$ cat src/rtl/spi_sensor_slave.sv
`default_nettype none
// ============================================================================
// Module  : spi_sensor_slave
// Brief   : SPI responder that serves {HDR, hold, TAIL} MSB-first on miso
//           (CPOL=1, ss/sclk oversampled in the clk domain).
// Revision: 1.0 - initial release
// ============================================================================
module spi_sensor_slave #(
  parameter logic [3:0] HDR        = 4'h0,
  parameter logic [3:0] TAIL       = 4'h0,
  parameter logic [7:0] RESET_DATA = 8'h00
) (
  input  logic       clk,
  input  logic       rstn,
  input  logic       ss,
  input  logic       sclk,
  input  logic [7:0] sample,
  input  logic       sample_valid,
  output logic       miso,
  output logic       busy,
  output logic       frame_done,
  output logic       frame_abort
);

  typedef enum logic [1:0] {
    ST_IDLE  = 2'd0,
    ST_SHIFT = 2'd1,
    ST_DONE  = 2'd2
  } state_t;

  logic        r_ss_s1, r_ss_s2, r_ss_s3;
  logic        r_sclk_s1, r_sclk_s2, r_sclk_s3;
  logic        w_ss_fall, w_ss_rise, w_sclk_rise;

  state_t      r_state, w_state_nxt;
  logic [14:0] r_shift, w_shift_nxt;
  logic [4:0]  r_cnt, w_cnt_nxt;
  logic        r_miso, w_miso_nxt;
  logic        r_done, w_done_nxt;
  logic        r_abort, w_abort_nxt;

  logic [7:0]  r_hold, r_pend;
  logic        r_pend_vld;
  logic [15:0] w_frame;
  logic        w_ret_idle;

  // ss syncs reset to 0 so a select still held low across reset is not
  // mistaken for a fresh falling edge.
  always_ff @(posedge clk or negedge rstn) begin
    if (!rstn) begin
      r_ss_s1   <= 1'b0;
      r_ss_s2   <= 1'b0;
      r_ss_s3   <= 1'b0;
      r_sclk_s1 <= 1'b1;
      r_sclk_s2 <= 1'b1;
      r_sclk_s3 <= 1'b1;
    end else begin
      r_ss_s1   <= ss;
      r_ss_s2   <= r_ss_s1;
      r_ss_s3   <= r_ss_s2;
      r_sclk_s1 <= sclk;
      r_sclk_s2 <= r_sclk_s1;
      r_sclk_s3 <= r_sclk_s2;
    end
  end

  assign w_ss_fall   =  r_ss_s3 & ~r_ss_s2;
  assign w_ss_rise   = ~r_ss_s3 &  r_ss_s2;
  assign w_sclk_rise = ~r_sclk_s3 & r_sclk_s2;
  assign w_frame     = {HDR, r_hold, TAIL};

  always_comb begin
    w_state_nxt = r_state;
    w_shift_nxt = r_shift;
    w_cnt_nxt   = r_cnt;
    w_miso_nxt  = r_miso;
    w_done_nxt  = 1'b0;
    w_abort_nxt = 1'b0;
    case (r_state)
      ST_IDLE: begin
        w_miso_nxt = 1'b0;
        if (w_ss_fall) begin
          w_shift_nxt = w_frame[14:0];
          w_miso_nxt  = w_frame[15];
          w_cnt_nxt   = 5'd0;
          w_state_nxt = ST_SHIFT;
        end
      end
      ST_SHIFT: begin
        // A 16th edge coinciding with deselect still counts as completion.
        if (w_sclk_rise && (r_cnt == 5'd15)) begin
          w_cnt_nxt   = 5'd16;
          w_miso_nxt  = 1'b0;
          w_done_nxt  = 1'b1;
          w_state_nxt = w_ss_rise ? ST_IDLE : ST_DONE;
        end else if (w_ss_rise) begin
          w_miso_nxt  = 1'b0;
          w_abort_nxt = 1'b1;
          w_state_nxt = ST_IDLE;
        end else if (w_sclk_rise) begin
          w_cnt_nxt   = r_cnt + 5'd1;
          w_miso_nxt  = r_shift[14];
          w_shift_nxt = {r_shift[13:0], 1'b0};
        end
      end
      ST_DONE: begin
        w_miso_nxt = 1'b0;
        if (w_ss_rise) begin
          w_state_nxt = ST_IDLE;
        end
      end
      default: begin
        w_miso_nxt  = 1'b0;
        w_state_nxt = ST_IDLE;
      end
    endcase
  end

  always_ff @(posedge clk or negedge rstn) begin
    if (!rstn) begin
      r_state <= ST_IDLE;
      r_shift <= 15'd0;
      r_cnt   <= 5'd0;
      r_miso  <= 1'b0;
      r_done  <= 1'b0;
      r_abort <= 1'b0;
    end else begin
      r_state <= w_state_nxt;
      r_shift <= w_shift_nxt;
      r_cnt   <= w_cnt_nxt;
      r_miso  <= w_miso_nxt;
      r_done  <= w_done_nxt;
      r_abort <= w_abort_nxt;
    end
  end

  assign w_ret_idle = (r_state != ST_IDLE) && (w_state_nxt == ST_IDLE);

  // A strobe on the return-to-idle cycle is newer than any pending byte.
  always_ff @(posedge clk or negedge rstn) begin
    if (!rstn) begin
      r_hold     <= RESET_DATA;
      r_pend     <= 8'h00;
      r_pend_vld <= 1'b0;
    end else if (w_ret_idle) begin
      if (sample_valid) begin
        r_hold     <= sample;
        r_pend_vld <= 1'b0;
      end else if (r_pend_vld) begin
        r_hold     <= r_pend;
        r_pend_vld <= 1'b0;
      end
    end else if (sample_valid) begin
      if ((r_state == ST_IDLE) && !w_ss_fall) begin
        r_hold <= sample;
      end else begin
        r_pend     <= sample;
        r_pend_vld <= 1'b1;
      end
    end
  end

  assign miso        = r_miso;
  assign busy        = (r_state != ST_IDLE);
  assign frame_done  = r_done;
  assign frame_abort = r_abort;

endmodule
`default_nettype wire
$ cat config.mk
export PLATFORM = sky130hd
export DESIGN_NAME = spi_sensor_slave
export DESIGN_NICKNAME = d
export VERILOG_FILES = /design/src/rtl/spi_sensor_slave.sv
export SDC_FILE = /design/constraint.sdc
export NUM_CORES = 1
export LEC_CHECK = 0
export BUFFER_PORTS_ARGS = -buffer_cell sky130_fd_sc_hd__buf_2
export CAP_MARGIN = 20
export CORE_MARGIN = 2
export CORE_UTILIZATION = 60
export DETAILED_ROUTE_END_ITERATION = 10
export PLACE_DENSITY = 0.9
export SETUP_SLACK_MARGIN = 0.05
export SLEW_MARGIN = 20
export SYNTH_ARGS = -nofsm -noshare
export SYNTH_HDL_FRONTEND = slang
export SYNTH_SLANG_ARGS = --single-unit
$ cat constraint.sdc
create_clock -name clk -period 5.4 [get_ports clk]
set_clock_uncertainty 0.15 [all_clocks]
set_input_delay 0.54 -clock clk [delete_from_list [all_inputs] [get_ports clk]]
set_output_delay 0.54 -clock clk [all_outputs]
set_load 0.03 [all_outputs]
==> flow_metrics.tcl <==
set metrics [dict create \
    cts-resized-gates 0 \
    core_area_um2 3363 \
    h-tree-depth 2 \
    area_growth_pct 9.597 \
    yosys_register_bits 44 \
    die_h_um 63.33 \
    rsz0062_at_grt "no" \
    hpwlAfterDp_um 2431 \
    multi_input_area_um2 895.9 \
    wirelength_um 3448 \
    post_cts_buffers 0 \
    report.final.slew_viol_count 0 \
    syn_nets 211 \
    synth_area_um2 2112 \
    clock_sinks 44 \
    maxSlewHeadroom_pct 37.73 \
    async_flop_share_pct 100.0 \
    worstHoldPathType "input pin to register" \
    mostFrequentLayoutCells "dfrtp_1 (41), nand2_1 (37), inv_1 (19)" \
    cts_tree "yes" \
    track_usage_pct 19.99 \
    n_antenna_cell 0 \
    die_area_um2 4011 \
    numPortBuffers 16 \
    vias 1427 \
    power_leakage_uw 0.001110 \
    ios 17 \
    final-seq-area_um2 1105 \
    post_drt_wl_per_cell_um 13.36 \
    syn_inst 196 \
    clk_latency_ns 0.36 \
    yosysUniqueCellTypes 37 \
    clk_path_buf_depth 2 \
    worstPathCellList "ha_1, and3_1, ha_1, nand3b_1, nor2_1, a211oi_4, mux2_2" \
    grt_overflow 0 \
    worst_pin_slew_ns 0.9341 \
    synth_area_leaders "dfrtp_1 (49%), mux2_2 (9.1%), nand2_1 (6.6%)" \
    yosysTopAreaCell "dfrtp_1" \
    intPower_uw 678.6 \
    p_switching_uw 258.7 \
    yosysSeqAreaShare_pct 52.31 \
    worstSetupEndpointType "register" \
    drt_iter0_markers 46 \
    fin_tns_setup_ns 0 \
    clock_tree.root_cell "clkbuf_4" \
    crit_path_start_kind "register" \
    status "completed" \
    ys.warnings.count 0 \
    nets 226 \
    critical_path.max_stage_delay_ns 0.69 \
    p_per_area_nw_per_um2 404.9 \
    combinationalPowerShare_pct 23.6 \
    path_class "register to register" \
    clkPwrFrac_pct 26.3 \
    grt_antenna_before_repair 0 \
    grt_pass1_vias 1331 \
    nFillCells 265 \
    ir_worst_vdd_mv 0.2107 \
    synth-main-ff-cell "dfrtp_1" \
    drt-pass1-iter-count 4 \
    max_freq_mhz 386.0 \
    drc 0 \
    cts_made_buffers 5 \
    slowest_stage "a211oi_4" \
    final_common_cell "dfrtp_1" \
    yosysTopAreaCellShare_pct 48.58 \
    crit_path_frequent_cell "ha_1" \
    cp.required_ns 5.50 \
    cap_violations 0 \
    sw_frac_of_total_pct 27.60 \
    final_util_pct 68.82 \
    arrival_ns 2.69 \
    hold_viol_final 0 \
    setup_violations 0 \
    initial_utilization_pct 62.80 \
    gp_congestion 0.8488 \
    clk_pin_slew_worst_paths_ns 0.12 \
    vias_per_cell 5.531 \
    synth-edff-count 0 \
    period_minus_slack_ns 2.591 \
    die_w_um 63.33 \
    p_seq_share_pct 50.1 \
    synth_area_per_cell_um2 10.78 \
    critical_path.max_fanout 11 \
    drive_above_1_share_pct 25.47 \
    cts.hold.buffers_added 0 \
    rows 21 \
    grt_pass1_wl_um 6168 \
    min_period_over_period_pct 47.98 \
    grt_max_degree 45 \
    final_antenna_net_count 0 \
]
logic make-up (layout without fill, tap and decap cells):
logic type	after synthesis	after routing	share of synthesized area [%]
multiplexers	28	28	15.70
adder cells (fa/ha/maj)	2	2	1.185
AO/OA/AOI/OAI	29	29	10.78
AND/OR/NAND/NOR	65	65	14.40
buffers and inverters	28	44	5.628
flip-flops	44	44	52.31
worst max-delay path: cells and delay by family (launching register included):
| family | cells | cell delay [ns] |
|---|---|---|
| AND/OR/NAND/NOR | 3 | 0.40 |
| flip-flops | 1 | 0.42 |
| adder cells (fa/ha/maj) | 2 | 0.42 |
| AO/OA/AOI/OAI | 1 | 0.69 |
| multiplexers | 1 | 0.41 |
routing by layer:
layer	GRT usage (%)	routed length (µm)
met1	27.00	1567
met4	7.337	61
met5	0	0
met3	5.893	189
met2	30.79	1629
state kept, by name, summed over array words and instances (netlist names):
register / count
frame_abort: 1
frame_done: 1
miso: 1
r_cnt: 5
r_hold: 8
r_pend: 8
r_pend_vld: 1
r_sclk_s1: 1
r_sclk_s2: 1
r_sclk_s3: 1
r_shift: 11
r_ss_s1: 1
r_ss_s2: 1
r_ss_s3: 1
r_state: 2
final cells by class:
class | count | area share, %
clock inverter | 2 | 2.595
sequential | 44 | 47.73
inverter | 20 | 3.243
timing repair buffer | 16 | 3.459
clock buffer | 6 | 1.784
multi-input combinational | 124 | 38.70
tap | 46 | 2.486
stage by stage:
step | setup slack, ns | hold WS [ns] | std cells | instance area [µm²] | power (µW)
after global routing | 2.686 | 0.09507 | 258 | 2315 | 994.6
after CTS | 2.527 | 0.1056 | 258 | 2307 | 942.0
after floorplan | 3.274 | 0.09441 | 196 | 2112 | 644.3
after global placement | 2.640 | 0.1820 | 250 | 2206 | 680.4
after detailed placement | 2.530 | 0.1910 | 250 | 2206 | 695.9
final | 2.809 | 0.1204 | 258 | 2315 | 937.3
power groups by stage:
stage | registers [µW] | logic [µW] | clock network [µW]
global placement | 472 | 208 | 0
detailed placement | 474 | 222 | 0
CTS | 469 | 222 | 251
finish | 470 | 221 | 246
global route | 483 | 251 | 261
floorplan | 459 | 185 | 0
synth_stat cells, types with 2 or more instances:
cell type	count
nor2b_1	3
nand2b_1	3
dfrtp_1	41
a21oi_1	5
o32ai_1	8
nor3_1	4
dfstp_2	3
nand2_1	37
mux2i_1	5
nand3b_1	3
a21o_1	3
mux2_4	6
o21ai_0	4
o22ai_1	2
ha_1	2
clkbuf_1	4
mux2_2	17
buf_2	2
inv_1	19
nor2_1	7
or3_1	2
final timing paths:
check                                startpoint                     end  slack, ns  depth (start not counted)
min reg2reg                   r_ss_s1$_DFF_PN0_       r_ss_s2$_DFF_PN0_       0.21                          0
max                        r_cnt[0]$_DFFE_PN0P_  r_shift[5]$_DFFE_PN0P_       2.81                          7
max reg2reg                r_cnt[0]$_DFFE_PN0P_  r_shift[5]$_DFFE_PN0P_       2.81                          7
min in group asynchronous                  rstn       r_ss_s3$_DFF_PN0_       0.16                          1
min                                        sclk     r_sclk_s1$_DFF_PN1_       0.12                          1
max in group asynchronous                  rstn  r_shift[9]$_DFFE_PN0P_       4.36                          1
No activity file was read; power rests on OpenSTA's default activity.
